==> src/rtl/memref_pkg.sv <==
// Shared types and constants for the multiport memory reference block.
package memref_pkg;

    typedef enum logic [0:0] {
        READ_OLD    = 1'b0,
        WRITE_FIRST = 1'b1
    } rdw_mode_e;

    localparam int ERR_CNT_W = 16;
    localparam logic [ERR_CNT_W-1:0] ERR_CNT_MAX = {ERR_CNT_W{1'b1}};

endpackage

==> src/rtl/memref_rd_pipe.sv <==
// Fixed-latency read return pipeline for one read port.
// Data in each stage only advances with a valid beat, so the output holds the last returned word.
module memref_rd_pipe #(
    parameter int WIDTH   = 32,
    parameter int LATENCY = 1
) (
    input  logic             clk,
    input  logic             clr_i,
    input  logic             valid_i,
    input  logic [WIDTH-1:0] data_i,
    output logic             valid_o,
    output logic [WIDTH-1:0] data_o
);

    logic [LATENCY-1:0]            valid_q;
    logic [LATENCY-1:0]            valid_d;
    logic [LATENCY-1:0][WIDTH-1:0] data_q;
    logic [LATENCY-1:0][WIDTH-1:0] data_d;

    // Shift valid every cycle; move data only alongside a valid beat.
    always_comb begin
        valid_d    = valid_q;
        data_d     = data_q;
        valid_d[0] = valid_i;
        if (valid_i) begin
            data_d[0] = data_i;
        end else begin
            data_d[0] = data_q[0];
        end
        for (int k = 1; k < LATENCY; k++) begin
            valid_d[k] = valid_q[k-1];
            if (valid_q[k-1]) begin
                data_d[k] = data_q[k-1];
            end else begin
                data_d[k] = data_q[k];
            end
        end
    end

    // Stage registers with synchronous flush.
    always_ff @(posedge clk) begin
        if (clr_i) begin
            valid_q <= '0;
            data_q  <= '0;
        end else begin
            valid_q <= valid_d;
            data_q  <= data_d;
        end
    end

    assign valid_o = valid_q[LATENCY-1];
    assign data_o  = data_q[LATENCY-1];

endmodule

==> src/rtl/memref_multiport.sv <==
// Multi-read / multi-write register-file memory with configurable read latency,
// read-during-write policy and sticky error reporting.
module memref_multiport
    import memref_pkg::*;
#(
    parameter int        WIDTH      = 32,
    parameter int        SIZE       = 8,
    parameter int        NUM_RD     = 2,
    parameter int        NUM_WR     = 1,
    parameter int        RD_LATENCY = 1,
    parameter rdw_mode_e RDW_MODE   = READ_OLD,
    localparam int       AW         = $clog2(SIZE)
) (
    input  logic                    clk,
    input  logic                    rst,
    input  logic [NUM_RD-1:0]       rd_en,
    input  logic [NUM_RD*AW-1:0]    rd_addr,
    output logic [NUM_RD-1:0]       dout_valid,
    output logic [NUM_RD*WIDTH-1:0] dout,
    input  logic [NUM_WR-1:0]       wr_en,
    input  logic [NUM_WR*AW-1:0]    wr_addr,
    input  logic [NUM_WR*WIDTH-1:0] din,
    output logic                    err_wr_conflict,
    output logic                    err_oob,
    output logic [ERR_CNT_W-1:0]    err_count
);

    localparam logic [AW:0] SIZE_W = (AW+1)'(SIZE);

    // SIZE need not be a power of two, so compare with one spare bit.
    function automatic logic addr_ok(input logic [AW-1:0] a);
        return ({1'b0, a} < SIZE_W);
    endfunction

    logic [WIDTH-1:0]              mem_q [SIZE];
    logic [NUM_WR-1:0]             wr_ok_s;
    logic [NUM_RD-1:0]             rd_req_s;
    logic [NUM_RD-1:0][WIDTH-1:0]  rd_data_s;
    logic                          conflict_s;
    logic                          oob_s;
    logic                          err_conflict_q;
    logic                          err_conflict_d;
    logic                          err_oob_q;
    logic                          err_oob_d;
    logic [ERR_CNT_W-1:0]          err_count_q;
    logic [ERR_CNT_W-1:0]          err_count_d;

    // Qualify requests (reset masks everything) and classify this cycle's error events.
    always_comb begin
        wr_ok_s    = '0;
        rd_req_s   = '0;
        conflict_s = 1'b0;
        oob_s      = 1'b0;
        for (int j = 0; j < NUM_WR; j++) begin
            wr_ok_s[j] = wr_en[j] & ~rst & addr_ok(wr_addr[j*AW +: AW]);
            oob_s      = oob_s | (wr_en[j] & ~rst & ~addr_ok(wr_addr[j*AW +: AW]));
        end
        for (int i = 0; i < NUM_RD; i++) begin
            rd_req_s[i] = rd_en[i] & ~rst;
            oob_s       = oob_s | (rd_req_s[i] & ~addr_ok(rd_addr[i*AW +: AW]));
        end
        for (int j = 0; j < NUM_WR; j++) begin
            for (int k = j + 1; k < NUM_WR; k++) begin
                conflict_s = conflict_s | (wr_ok_s[j] & wr_ok_s[k] &
                             (wr_addr[j*AW +: AW] == wr_addr[k*AW +: AW]));
            end
        end
    end

    // Read word at the sampling edge; later write ports override earlier ones when forwarding.
    always_comb begin
        rd_data_s = '0;
        for (int i = 0; i < NUM_RD; i++) begin
            rd_data_s[i] = addr_ok(rd_addr[i*AW +: AW]) ? mem_q[rd_addr[i*AW +: AW]] : '0;
            for (int j = 0; j < NUM_WR; j++) begin
                if ((RDW_MODE == WRITE_FIRST) && wr_ok_s[j] &&
                    (wr_addr[j*AW +: AW] == rd_addr[i*AW +: AW])) begin
                    rd_data_s[i] = din[j*WIDTH +: WIDTH];
                end else begin
                    rd_data_s[i] = rd_data_s[i];
                end
            end
        end
    end

    // Sticky flags and saturating error-cycle counter.
    always_comb begin
        err_conflict_d = err_conflict_q | conflict_s;
        err_oob_d      = err_oob_q | oob_s;
        if ((conflict_s || oob_s) && (err_count_q != ERR_CNT_MAX)) begin
            err_count_d = err_count_q + ERR_CNT_W'(1);
        end else begin
            err_count_d = err_count_q;
        end
    end

    // Error state registers.
    always_ff @(posedge clk) begin
        if (rst) begin
            err_conflict_q <= 1'b0;
            err_oob_q      <= 1'b0;
            err_count_q    <= '0;
        end else begin
            err_conflict_q <= err_conflict_d;
            err_oob_q      <= err_oob_d;
            err_count_q    <= err_count_d;
        end
    end

    // Storage is deliberately not reset; the highest-index port's write lands last.
    always_ff @(posedge clk) begin
        for (int j = 0; j < NUM_WR; j++) begin
            if (wr_ok_s[j]) begin
                mem_q[wr_addr[j*AW +: AW]] <= din[j*WIDTH +: WIDTH];
            end
        end
    end

    for (genvar i = 0; i < NUM_RD; i++) begin : g_rd
        memref_rd_pipe #(
            .WIDTH   (WIDTH),
            .LATENCY (RD_LATENCY)
        ) u_pipe (
            .clk     (clk),
            .clr_i   (rst),
            .valid_i (rd_req_s[i]),
            .data_i  (rd_data_s[i]),
            .valid_o (dout_valid[i]),
            .data_o  (dout[i*WIDTH +: WIDTH])
        );
    end

    assign err_wr_conflict = err_conflict_q;
    assign err_oob         = err_oob_q;
    assign err_count       = err_count_q;

endmodule

==> config.mk <==
export PLATFORM = sky130hd
export DESIGN_NAME = memref_multiport
export DESIGN_NICKNAME = d
export VERILOG_FILES = /design/src/rtl/memref_pkg.sv /design/src/rtl/memref_rd_pipe.sv /design/src/rtl/memref_multiport.sv
export SDC_FILE = /design/constraint.sdc
export NUM_CORES = 1
export LEC_CHECK = 0
export CAP_MARGIN = 20
export CORE_MARGIN = 1
export CORE_UTILIZATION = 52
export DETAILED_ROUTE_END_ITERATION = 7
export HOLD_SLACK_MARGIN = 0.02
export PLACE_DENSITY = 0.78
export SETUP_SLACK_MARGIN = 0.05
export SLEW_MARGIN = 20
export SYNTH_ARGS = -nofsm -noshare
export SYNTH_HDL_FRONTEND = slang
export SYNTH_SLANG_ARGS = --single-unit
==> constraint.sdc <==
create_clock -name clk -period 4.2 [get_ports clk]
set_input_delay 0.84 -clock clk [delete_from_list [all_inputs] [get_ports clk]]
set_output_delay 0.84 -clock clk [all_outputs]
set_load 0.005 [all_outputs]
### Word-level counts from Yosys, hierarchy flattened

Memory sizes are Yosys's and may differ from the RTL's. A register that Yosys moved wholly into a read port is not among the register bits.
Cells that the tools add are included.

* bits in writable memories: 256
* logic and storage cells: 9
* flip-flop bits (word level): 2
* output and inout port bits: 84
* memories kept: 1

* bitwise gates (word level): 4
* muxes and demuxes: 2

Memories
* mem_q: depth 8, bits a word 32, read ports 2, clocked after memory_dff 2, wr ports 1, RTL line memref_multiport.sv:35 `logic [WIDTH-1:0] mem_q [SIZE];`

Operators with widths (number)
* 1-bit bitwise AND: 3
* 1-bit two-way mux: 2
* 1-bit inverter: 1

### Logic depth before layout (Yosys ltp)

* word-level depth: 4
* depth in mapped cells: 7

### Hierarchy

A second synthesis with hierarchy kept.

* cell total of the unflattened synthesis: 730
* area, all modules: 14465.1 um^2

Modules (own cells, without submodules)
* memref_multiport: area an instance 12060.3 um^2, cells each 518, instances 1
* memref_rd_pipe: area an instance 1202.4 um^2, cells each 106, instances 2

### Worst setup path after synthesis

No wires, ideal clock.

* path kind: input to register
* start point: input wr_addr[2]
* end point: memory mem_q[0][0], enable pin
* arrival time: 3.559 ns
* library setup time: 0.461 ns
* setup slack: 0.179 ns
* path buffers: 0
* stages on the path: 2
* cell sequence: or3b_2 nor3_1

RTL lines
* start: declaration: RTL line memref_multiport.sv:21 `input logic [NUM_WR*AW-1:0] wr_addr,`
* end: declaration: RTL line memref_multiport.sv:35

Straight into the memory's write port.

### Worst setup path after layout

* start point: input wr_en
* end point: memory mem_q[1][17], enable pin

* longest elaborated chain between the ends: 3

Ends and longest elaborated chain
* start: declaration: RTL line memref_multiport.sv:20 `input logic [NUM_WR-1:0] wr_en,`
* 1-bit bitwise AND
* 1-bit two-way mux: RTL line memref_multiport.sv:113 `if (wr_ok_s[j]) begin`
* 1-bit two-way mux (not written as such): RTL line memref_multiport.sv:114 `mem_q[wr_addr[j*AW +: AW]] <= din[j*WIDTH +: WIDTH];`

Every way passes these cells.

==> summary.md <==
| Metric | Value |
|---|---|
| Pre-CTS setup slack | 1.16 ns |
| Post-CTS sizing | 0 |
| Setup ws final | 1.68 ns |
| Post-CTS Setup Bufs | 0 |
| WL final | approximately 33 mm |
| Mean cell area of the mapped netlist | 15.1 um2 |
| Gate power share | 0.098 |
| Clock-pin slew on the worst setup and hold paths | 0.06 ns |
| Synth top area cells | edfxtp_1, dfxtp_1, mux2i_1, mux2_1, a211oi_2 |
| Via Count | 8720 |
| Fin Clk Skew | 0.00769 ns |
| Leakage | 5.87 nW |
| Fin crit share | 0.600 |
| # diodes | 0 |
| Vias in the first global route | between 9000 and 10000 |
| CTS HTree Levels | 2 |
| Via density | between 6 and 7 |
| Core area | 0.0271 mm2 |
| Crit path capture type | register |
| Slew Limit Fails | 0 |
| Number of CTS-inserted buffers | 34 |
| Largest net degree at the start of global routing | 62 |
| Final setup violation count | 0 |
| Share of cells above drive strength 1 | 0.145 |
| Hold Vio Cnt, Final | 0 |
| Total gr overflow | 0 |
| RSZ-0062 raised after global routing | false |
| Post-route cell area | 0.0169 mm2 |
| Crit Path Max Fanout | 17 |
| Drt first-iter violations | 580 |
| Final setup TNS | 0 ns |
| Distinct cells, synth | 26 |
| Post-synthesis cell count | 953 |
| Worst-Margin Slew | about 0.76 ns |
| # nets final | 1102 |
| IO Count | between 100 and 150 |
| Die area | 0.0284 mm2 |
| Clock latency on the worst-skew pair | 0.50 ns |
| Fmax | 397 MHz |
| Synthesized area | 0.0144 mm2 |
| PwrDens | approximately 420 mW/mm2 |
| Die height | around 170 um |
| HP Class | reg2reg |
| P&R area growth vs syn | 16.8% |
| Critical Path AT | 2.73 ns |
| Relative slew slack | 0.489 |
| Worst endpoint required time | 4.41 ns |
| CTS tree | yes |
| Total track usage | 0.233 |
| Register area share after synthesis | 0.624 |
| Core Rows | 60 |
| Crit path kind | in2reg |
| First-pass detailed-route iteration total | 4 |
| FF+latch count, synth | 322 |
| Synth top area share | 0.533 |
| Status | finished, final reports clean |
| First-pass GRT wire length | 50.2 mm |
| Yosys warns | 0 |
| Clock power frac | 0.392 |
| Net Switching | 1.56 mW |
| Port bufs | 111 |
| Post-DRT Antenna Nets | 0 |
| CTS root buffer | clkbuf_16 |
| P_int | 5.49 mW |
| Antenna violations before repair | 1 |
| Dpl cell area | approximately 0.016 mm2 |
| Initial Util | 0.533 |
| Max VDD drop | 0.257 mV |
| DRC violation count after routing | 0 |
| Synth area leader | edfxtp_1 |
| Placer Congestion | between 0.7 and 0.8 |
| Wirelength per Cell | 22.5 um |
| Startpoint Class | input port |
| Hold buffers post-CTS | 0 |
| Seq pwr share | 0.510 |
| Max-cap violations | 0 |
| CTS sink count | 322 |
| DIE WIDTH | ~170 um |
| Fin crit period | about 2.5 ns |
| Fillers | 1977 |
| Detailed Place HPWL | 19.4 mm |
| Switching Share | 0.221 |
| CTS Buffer Depth | 3 |
-- power by group through the flow --
stage                     Sequential (mW)  Clock (mW)  Combinational, mW
after floorplan                      3.66           0              0.413
after global placement               3.65           0              0.681
after detailed placement             3.66           0              0.692
after CTS                            3.59        2.80              0.696
after global routing                 3.60        2.93              0.740
final                                3.59        2.76              0.692
-- critical path, stage by stage --
cell and delay, ns:
clkdlybuf4s50_1 0.47, or3b_2 0.57, nor2_4 0.58, buf_12 0.25
-- logic make-up (layout without fill, tap and decap cells) --
family	count (synthesis)	after routing	share of synthesized area
compound gates	192	192	0.120
buf+inv	95	205	0.0419
flops	322	322	0.624
mux	256	256	0.189
other cells	1	18	0.000260
simple gates	87	87	0.0248
-- registers in the layout (all words and copies together), names as in the netlist --
register             flops
g_rd.u_pipe.valid_o      2
g_rd.u_pipe.data_o      64
mem_q                  256
-- cell type report --
class,count,area (um2),share of cell area
Tap cell,372,465,0.0276
Sequential cell,322,9010,0.534
Clock buffer,51,946,0.0561
Multi-Input combinational cell,553,4970,0.295
Timing Repair Buffer,145,1390,0.0827
Clock inverter,9,67.6,0.00401
-- Yosys cell counts, drive strengths merged --
cell type	instances
or3b	1
buf	51
a211oi	64
o221ai	17
nand2b	4
nand3b	1
edfxtp	256
clkbuf	44
nor2b	4
mux2i	128
a22oi	17
nand2	3
nor3	2
dfxtp	66
nor2	72
mux2	128
o22ai	47
conb	1
a221o	47
-- per-stage QoR --
| stage | hold WS (ns) | instances | util | total power, mW |
|---|---|---|---|---|
| floorplan | 0.494 | 970 | - | 4.07 |
| global placement | 0.489 | 1392 | 0.585 | 4.33 |
| detailed placement | 0.490 | 1392 | 0.585 | 4.35 |
| CTS | 0.498 | 1452 | 0.622 | 7.09 |
| global route | 0.517 | 1452 | 0.622 | 7.27 |
| finish | 0.495 | 1452 | 0.622 | 7.05 |
-- layout by cell type (no fill, tap or decap), drive strengths merged, types with 18 or more instances in the layout --
| master | netlist | final |
|---|---|---|
| dfxtp | 66 | 66 |
| o22ai | 47 | 47 |
| mux2i | 128 | 128 |
| edfxtp | 256 | 256 |
| clkbuf | 44 | 51 |
| clkdlybuf4s50 | 0 | 106 |
| a211oi | 64 | 64 |
| a221o | 47 | 47 |
| conb | 1 | 18 |
| mux2 | 128 | 128 |
| nor2 | 72 | 72 |
| buf | 51 | 39 |
-- worst paths after layout --
check	startpoint	end	slack, ns	cells after the start
max	wr_en	mem_q[1][17]	1.68	4
max reg2reg	mem_q[7][25]	g_rd[0].u_pipe.data_o[25]	2.89	4
min	g_rd[1].u_pipe.data_o[28]	g_rd[1].u_pipe.data_o[28]	0.50	2
min reg2reg	g_rd[1].u_pipe.data_o[28]	g_rd[1].u_pipe.data_o[28]	0.50	2
-- per-layer routing --
layer  up-vias  GRT usage  share of wire
met5         -          0              0
met1      4324      0.285           0.40
met3        83     0.0353          0.059
met2       334      0.408           0.50
met4         0      0.103          0.035
li1       3979          -              -
No activity file was read; power rests on OpenSTA's default activity.
